[src/rtl/ultrasonic_pkg.sv]
// Shared types and default timing constants for the HC-SR04 measurement sequencer.
package ultrasonic_pkg;

  typedef enum logic [2:0] {
    IDLE,
    TRIG,
    WAIT_RISE,
    MEASURE,
    HOLDOFF
  } us_state_t;

  localparam int DEF_CLK_PER_US = 27;
  localparam int DEF_TRIG_US    = 10;
  localparam int DEF_TIMEOUT_US = 30000;
  localparam int DEF_PERIOD_US  = 60000;

endpackage

[src/rtl/us_tick_gen.sv]
// Microsecond prescaler: counts 0..CLK_PER_US-1 and flags the terminal count.
// A synchronous clr restarts the count so tick phase aligns with the caller's event.
module us_tick_gen
  import ultrasonic_pkg::*;
#(
  parameter int CLK_PER_US = DEF_CLK_PER_US
) (
  input  logic clk,
  input  logic rst,
  input  logic clr,
  output logic us_tick
);

  localparam int            W    = (CLK_PER_US > 1) ? $clog2(CLK_PER_US) : 1;
  localparam logic [W-1:0]  TERM = W'(CLK_PER_US - 1);

  logic [W-1:0] cnt;

  // NOTE: sequential state uses non-blocking assignments so every flop samples pre-edge values.
  always_ff @(posedge clk) begin
    if (rst || clr) begin
      cnt <= '0;
    end else if (cnt == TERM) begin
      cnt <= '0;
    end else begin
      cnt <= cnt + 1'b1;
    end
  end

  assign us_tick = (cnt == TERM);

endmodule

[src/rtl/ultrasonic_ctrl.sv]
// HC-SR04 sequencer: fires the trigger, times the synchronized echo in microseconds,
// and repeats on a fixed trigger-to-trigger period with an echo timeout.
module ultrasonic_ctrl
  import ultrasonic_pkg::*;
#(
  parameter int CLK_PER_US = DEF_CLK_PER_US,
  parameter int TRIG_US    = DEF_TRIG_US,
  parameter int TIMEOUT_US = DEF_TIMEOUT_US,
  parameter int PERIOD_US  = DEF_PERIOD_US
) (
  input  logic        clk,
  input  logic        rst,
  input  logic        en,
  input  logic        echo,
  output logic        trig,
  output logic [15:0] measure,
  output logic        valid,
  output logic        timeout,
  output logic        busy
);

  us_state_t   state;
  logic        echo_meta, echo_s, echo_prev;
  logic        rise, fall;
  logic [15:0] per_cnt, wid_cnt, wid_next;
  logic        per_tick, wid_tick;
  logic        clr_per, clr_wid;
  logic        trig_end, to_end, period_end;

  // Period and width use separate prescalers so restarting the width phase on MEASURE
  // entry never disturbs the trigger-to-trigger period.
  us_tick_gen #(.CLK_PER_US(CLK_PER_US)) u_per_tick (
    .clk     (clk),
    .rst     (rst),
    .clr     (clr_per),
    .us_tick (per_tick)
  );

  us_tick_gen #(.CLK_PER_US(CLK_PER_US)) u_wid_tick (
    .clk     (clk),
    .rst     (rst),
    .clr     (clr_wid),
    .us_tick (wid_tick)
  );

  assign rise = echo_s && !echo_prev;
  assign fall = !echo_s && echo_prev;

  // Limits fire on the tick that moves per_cnt onto the limit, so the transition edge
  // coincides with per_cnt reaching it.
  assign trig_end   = per_tick && (per_cnt == 16'(TRIG_US - 1));
  assign to_end     = per_tick && (per_cnt == 16'(TIMEOUT_US - 1));
  assign period_end = per_tick && (per_cnt == 16'(PERIOD_US - 1));

  assign clr_per = en && ((state == IDLE) || ((state == HOLDOFF) && period_end));
  assign clr_wid = (state == WAIT_RISE) && rise && !to_end;

  // Includes the tick of the current cycle so a fall latches the full floor(high/CLK_PER_US).
  assign wid_next = (wid_tick && (wid_cnt != 16'hFFFF)) ? wid_cnt + 16'd1 : wid_cnt;

  always_ff @(posedge clk) begin
    if (rst) begin
      echo_meta <= 1'b0;
      echo_s    <= 1'b0;
      echo_prev <= 1'b0;
      per_cnt   <= '0;
      wid_cnt   <= '0;
    end else begin
      echo_meta <= echo;
      echo_s    <= echo_meta;
      echo_prev <= echo_s;

      if (clr_per) begin
        per_cnt <= '0;
      end else if ((state != IDLE) && per_tick) begin
        per_cnt <= per_cnt + 16'd1;
      end

      if (clr_wid) begin
        wid_cnt <= '0;
      end else if (state == MEASURE) begin
        wid_cnt <= wid_next;
      end
    end
  end

  always_ff @(posedge clk) begin
    if (rst) begin
      state   <= IDLE;
      trig    <= 1'b0;
      measure <= '0;
      valid   <= 1'b0;
      timeout <= 1'b0;
      busy    <= 1'b0;
    end else begin
      valid   <= 1'b0;
      timeout <= 1'b0;
      case (state)
        IDLE: begin
          if (en) begin
            state <= TRIG;
            trig  <= 1'b1;
            busy  <= 1'b1;
          end
        end
        TRIG: begin
          if (trig_end) begin
            state <= WAIT_RISE;
            trig  <= 1'b0;
          end
        end
        WAIT_RISE: begin
          if (to_end) begin
            timeout <= 1'b1;
            state   <= HOLDOFF;
          end else if (rise) begin
            state <= MEASURE;
          end
        end
        MEASURE: begin
          if (to_end) begin
            timeout <= 1'b1;
            state   <= HOLDOFF;
          end else if (fall) begin
            measure <= wid_next;
            valid   <= 1'b1;
            state   <= HOLDOFF;
          end
        end
        HOLDOFF: begin
          if (period_end) begin
            if (en) begin
              state <= TRIG;
              trig  <= 1'b1;
            end else begin
              state <= IDLE;
              busy  <= 1'b0;
            end
          end
        end
        default: begin
          state <= IDLE;
          trig  <= 1'b0;
          busy  <= 1'b0;
        end
      endcase
    end
  end

endmodule

[config.mk]
export PLATFORM = sky130hd
export DESIGN_NAME = ultrasonic_ctrl
export DESIGN_NICKNAME = d
export VERILOG_FILES = /design/src/rtl/ultrasonic_pkg.sv /design/src/rtl/us_tick_gen.sv /design/src/rtl/ultrasonic_ctrl.sv
export SDC_FILE = /design/constraint.sdc
export NUM_CORES = 1
export LEC_CHECK = 0
export CAP_MARGIN = 20
export CORE_ASPECT_RATIO = 1.2
export CORE_MARGIN = 2
export CORE_UTILIZATION = 57
export DETAILED_ROUTE_END_ITERATION = 6
export PLACE_DENSITY = 0.89
export SLEW_MARGIN = 20
export SYNTH_ARGS = -nofsm -noshare
export SYNTH_HDL_FRONTEND = slang
export SYNTH_SLANG_ARGS = --single-unit
[constraint.sdc]
create_clock -name clk -period 4.2 [get_ports clk]
set_input_delay 0.84 -clock clk [delete_from_list [all_inputs] [get_ports clk]]
set_output_delay 0.84 -clock clk [all_outputs]
set_load 0.02 [all_outputs]
==> results of run 1 <==
synthesized netlist by cell type (6+ instances only):
| cell type | count | area [um2] |
|---|---|---|
| a211oi_1 | 16 | 120 |
| nand3_1 | 20 | 100 |
| inv_1 | 6 | 22.5 |
| clkbuf_1 | 18 | 67.6 |
| a21oi_1 | 6 | 30.0 |
| nor3_1 | 24 | 120 |
| xor2_1 | 28 | 245 |
| nand4_1 | 12 | 75.1 |
| nor2_1 | 56 | 210 |
| o21ai_0 | 8 | 40.0 |
| ha_1 | 7 | 87.6 |
| and3_1 | 6 | 37.5 |
| nor2b_1 | 6 | 37.5 |
| dfxtp_1 | 68 | 1360 |
| xnor2_1 | 20 | 175 |
| nand2_1 | 21 | 78.8 |
through the flow:
step                      cell area, um2  cells   util
after global placement              3530    449  0.628
final                               3770    466  0.670
after detailed placement            3550    450  0.630
after CTS                           3770    466  0.670
after floorplan                     3290    381      -
after global routing                3770    466  0.670
power breakdown:
group,internal (W),switching (W)
registers,0.000654,0.0000106
logic,0.0000200,0.0000290
clock network,0.000349,0.000247
final cells by class:
cell class,count,share of cell area
Tap cell,64,0.0212
Clock inverter,6,0.0232
Sequential cell,68,0.361
Clock buffer,10,0.0365
Timing Repair Buffer,25,0.0660
Inverter,6,0.00597
Multi-Input combinational cell,287,0.486
worst max path at each step:
stage                                  from  slack [ns]  depth (start not counted)           endpoint
after global routing      u_per_tick.cnt[0]        1.45                          7  u_wid_tick.cnt[1]
after detailed placement                rst        1.71                          4  u_wid_tick.cnt[2]
after global placement                  rst        1.73                          4  u_wid_tick.cnt[2]
after floorplan                  per_cnt[3]        2.24                          5           state[2]
after CTS                 u_per_tick.cnt[0]        1.64                          7  u_wid_tick.cnt[1]
final                     u_per_tick.cnt[0]        1.61                          7  u_wid_tick.cnt[1]
cells by family after synthesis:
kind of cell	count (synthesis)	synth area share
xor gates and xnor gates	48	0.128
and+or+nand+nor	186	0.305
AOI/OAI and AO/OA	46	0.0970
buffers and inverters	26	0.0304
adders and majority gates	7	0.0266
DFF	68	0.414
layer usage:
metal	up-vias	GRT usage	routed length [um]
met3	12	0.0417	325
met2	100	0.367	3280
met4	0	0.124	106
met1	1267	0.267	2790
met5	-	0	0
li1	1386	-	-
flip-flops by register name (all words and copies together) (netlist names):
signal / count
state: 3
measure: 16
busy: 1
timeout: 1
echo_prev: 1
u_per_tick.cnt: 5
per_cnt: 16
valid: 1
u_wid_tick.cnt: 5
wid_cnt: 16
echo_s: 1
echo_meta: 1
trig: 1
worst max-delay path, cell delays in order (launching register included):
cell	delay [ns]
dfxtp_1	0.34
inv_1	0.06
ha_1	0.15
nand4b_1	0.21
nor3_1	0.69
nand2_1	0.23
a41o_1	0.52
nor3_1	0.29
==> reports/results.ini, run 1 <==
[status]
status = completed

[synth]
synth_cells = 381
syn_area_um2 = 3290
synth-edff-count = 0
ys_async_sr_fraction = 0
ys_dominant_reg_cell = dfxtp_1
syn_area_per_cell_um2 = 8.64
synth_nets = 392
synth_cell_type_count = 49
ys_seq_area_frac = 0.414
yosys_warnings = 0
ys_ff_latch = 68

[clock_tree]
cts_buffer_depth = 2
cts_made_buffers = 9
ctsHoldBuffers = 0
cts.clk_slew.worst_paths_ns = 0.08
post_cts_buffers = 0
cts_tree = built
root_buffer = clkbuf_8
clk_latency_ns = 0.34
h-tree-depth = 3
cts.sinks = 68
cts.repair.resized = 0

[die]
die_h_um = 87.2
coreArea_um2 = 5630
initial_core_util = 0.584
rows = 30
dieArea_um2 = 6400
dieWidth_um = 73.4
io_pins = 24

[setup_path]
crit_fanout = 21
arrival_ns = 2.83
r2r.worst_path.cells = 7
r2r_start = u_per_tick.cnt[0]
rrSetupSlack_ns = 1.61
path_class = reg -> reg
r2r_end = u_wid_tick.cnt[1]
crit_path_end_kind = flip-flop
cp-start-kind = flip-flop
worst_ep_required_time_ns = 4.44

[cells_and_area]
register_area_um2 = 1360
nets = 408
syn2layout_area_growth_pct = 14.6
diodes = 0
drive_gt1_frac = 0.0721
multi_input_area_um2 = 1830
num-fill-cells = 449
final_common_cell = dfxtp_1
layout_common_cells = dfxtp_1 (68), nor2_1 (56), xor2_1 (28)

[routing]
totalWireLength_um = 6500
wl_per_cell_um = 14.0
drtIter0Drc = 241
ant_nets = 0
drcViolationCount = 0
via_per_inst = 5.93
vias = 2765
dr.pass1.iters = 5

[placed_design]
portBuffers = 23
dp_slack_ns = 1.71
place_congestion = 0.819
detailed_place_hpwl_um = 4540

[worst_hold_path]
hp-class = reg -> reg
min_to = echo_s
hold_start = echo_meta
min_path_cells = 1

[grt]
grt_pass1_vias = 2576
grt_max_degree = 31
grt_pass1_wl_um = 11200
grt.total_usage = 0.221
antenna_found_initial = 0
grt.overflow.total = 0

[timing]
period_needed_ns = 2.59
tightestPinTransition_ns = 0.814
fmaxAchievable_mhz = 386
hold_slack_ns = 0.450
min_period_over_period = 0.617
setup_slack_ns = 1.61
setup-tns-final_ns = 0
hold_viol_final = 0
rsz0062_at_grt = false
fin_skew_ns = 0.00860
slew_viol_final = 0
max-slew-margin-rel = 0.453
finalSetupViolations = 0

[power_and_ir_drop]
leakagePower_nw = 1.25
powerDensity_nw_per_um2 = 347
power_w = 0.00131
irDropWorstVdd_mv = 0.185

[flow_run]
cap_violations = 0

No activity file was read; power rests on OpenSTA's default activity.
==> inputs of run 2 (changes only) <==
clock period = 2.65 ns   (was 4.2 ns; I/O delays follow)
==> run 2 against run 1 <==
Compared with the run above:
- first-iteration DRC count down 28%
- highest routed layer unchanged
- sequential power increased by 58%
- combinational power increased by 59%
- clock-buffer cell count down 1
- largest cell class unchanged
- clock skew up 0.0014 ns
- sequential cell count unchanged
- hold slack got worse by 0.0065 ns
- cell count is 1.1% higher
- sequential share of layout area grew 0.16 points
- utilization down 0.29 points
==> reports/results.ini, run 2 (synthesized netlist as in run 1, its figures left out) <==
[setup_path]
crit_path_end_kind = flip-flop
crit_fanout = 21
crit_path_max_incr_delay_ns = 0.53
worst_ep_required_time_ns = 2.91
cp_top_family = simple AND/OR/NAND/NOR gates
slowest_stage = or4b_4
path_class = reg -> reg
rrSetupSlack_ns = 0.39
critPathLaunch = per_cnt[3]
crit_buf_inv = 0
cp-start-kind = flip-flop
r2r_start = per_cnt[3]
worstPathCellList = or4b_4, nor3_4, nand2_1, a41o_1, nor3_1
arrival_ns = 2.52

[cells_and_area]
final_common_cell = dfxtp_1
final_util = 0.667
largestRegisters = measure x16, per_cnt x16, wid_cnt x16
layout_common_cells = dfxtp_1 (68), nor2_1 (56), xor2_1 (28)
diodes = 0
syn2layout_area_growth_pct = 14.1
final_area_um2 = 3750
nets = 413
drive_gt1_frac = 0.0835

[clock_tree]
root_buffer = clkbuf_8
h-tree-depth = 3
cts_buffer_depth = 2
clk_latency_ns = 0.35
cts_tree = built
cts.clk_slew.worst_paths_ns = 0.08
cts.repair.resized = 0
cts_made_buffers = 9
cts.sinks = 68
ctsHoldBuffers = 0
post_cts_buffers = 0

[grt]
grt.overflow.total = 0
grt.total_usage = 0.221
grt_pass1_vias = 2618
grt_max_degree = 34
grt_pass1_wl_um = 11100
antenna_found_initial = 0

[die]
dieArea_um2 = 6400
die_h_um = 87.2
dieWidth_um = 73.4
coreArea_um2 = 5630
io_pins = 24
initial_core_util = 0.584
rows = 30

[timing]
fin_skew_ns = 0.00999
rsz0062_at_grt = false
fmaxAchievable_mhz = 443
max-slew-margin-rel = 0.533
tightestPinTransition_ns = 0.701
slew_viol_final = 0
hold_viol_final = 0
finalSetupViolations = 0
period_needed_ns = 2.26
min_period_over_period = 0.852
setup-tns-final_ns = 0

[routing]
totalWireLength_um = 6380
wl_per_cell_um = 13.5
vias = 2756
ant_nets = 0
via_per_inst = 5.85
dr.pass1.iters = 4
drcViolationCount = 0
drtIter0Drc = 173

[placed_design]
portBuffers = 23
place_area_um2 = 3580
detailed_place_hpwl_um = 4550
place_congestion = 0.853

[worst_hold_path]
hold_start = echo_meta
hp-class = reg -> reg

[power_and_ir_drop]
powerDensity_nw_per_um2 = 500
irDropWorstVdd_mv = 0.323
leakagePower_nw = 1.24

[status]
status = completed

[flow_run]
cap_violations = 0

[run 2: cell types whose count changed in the layout (fill, tap and decap cells not counted), sizes merged]
cell      delta
buf          +5
bufinv       -2
clkbuf       -1
clkinvlp     +2
inv          +1
[run 2: final timing paths]
| check | cells after the start | end |
|---|---|---|
| hold / removal | 1 | echo_s |
| hold reg to reg | 1 | echo_s |
| setup reg to reg | 5 | u_wid_tick.cnt[2] |
| setup / recovery | 5 | u_wid_tick.cnt[2] |
[run 2: stage by stage]
step	setup slack, ns	hold WS [ns]	power (W)	instances
3_3_place_gp	0.533	0.424	0.00115	455
2_1_floorplan	0.693	0.414	0.00113	381
6_report	0.393	0.443	0.00188	471
3_5_place_dp	0.396	0.440	0.00115	455
4_1_cts	0.373	0.448	0.00190	471
5_1_grt	0.188	0.458	0.00196	471
[run 2: routing by layer]
layer	global-route usage	routed length, um	vias up
met5	0	0	-
met4	0.106	153	0
li1	-	-	1392
met1	0.247	2680	1289
met2	0.378	3350	60
met3	0.0683	193	15
[run 2: final cells by class]
cell class                 instances  area, um2
clock buffer                       9        124
clock inverter                     7       51.3
fill                             448       1880
inverter                           6       22.5
multi-input combinational        287       1830
sequential                        68       1360
tap                               64       80.1
timing repair buffer              30        283
[run 2: worst reg2reg max path: stages (launching register included)]
cell and delay (ns):
dfxtp_1 0.43, or4b_4 0.53, nor3_4 0.31, nand2_1 0.15
a41o_1 0.48, nor3_1 0.27
[run 2: report_power, final]
group / switching (W) / leakage (nW) / internal (W)
sequential: 0.0000169 / 0.550 / 0.00104
clock: 0.000409 / 0.0739 / 0.000339
combinational: 0.0000466 / 0.615 / 0.0000314
total: 0.000472 / 1.24 / 0.00141
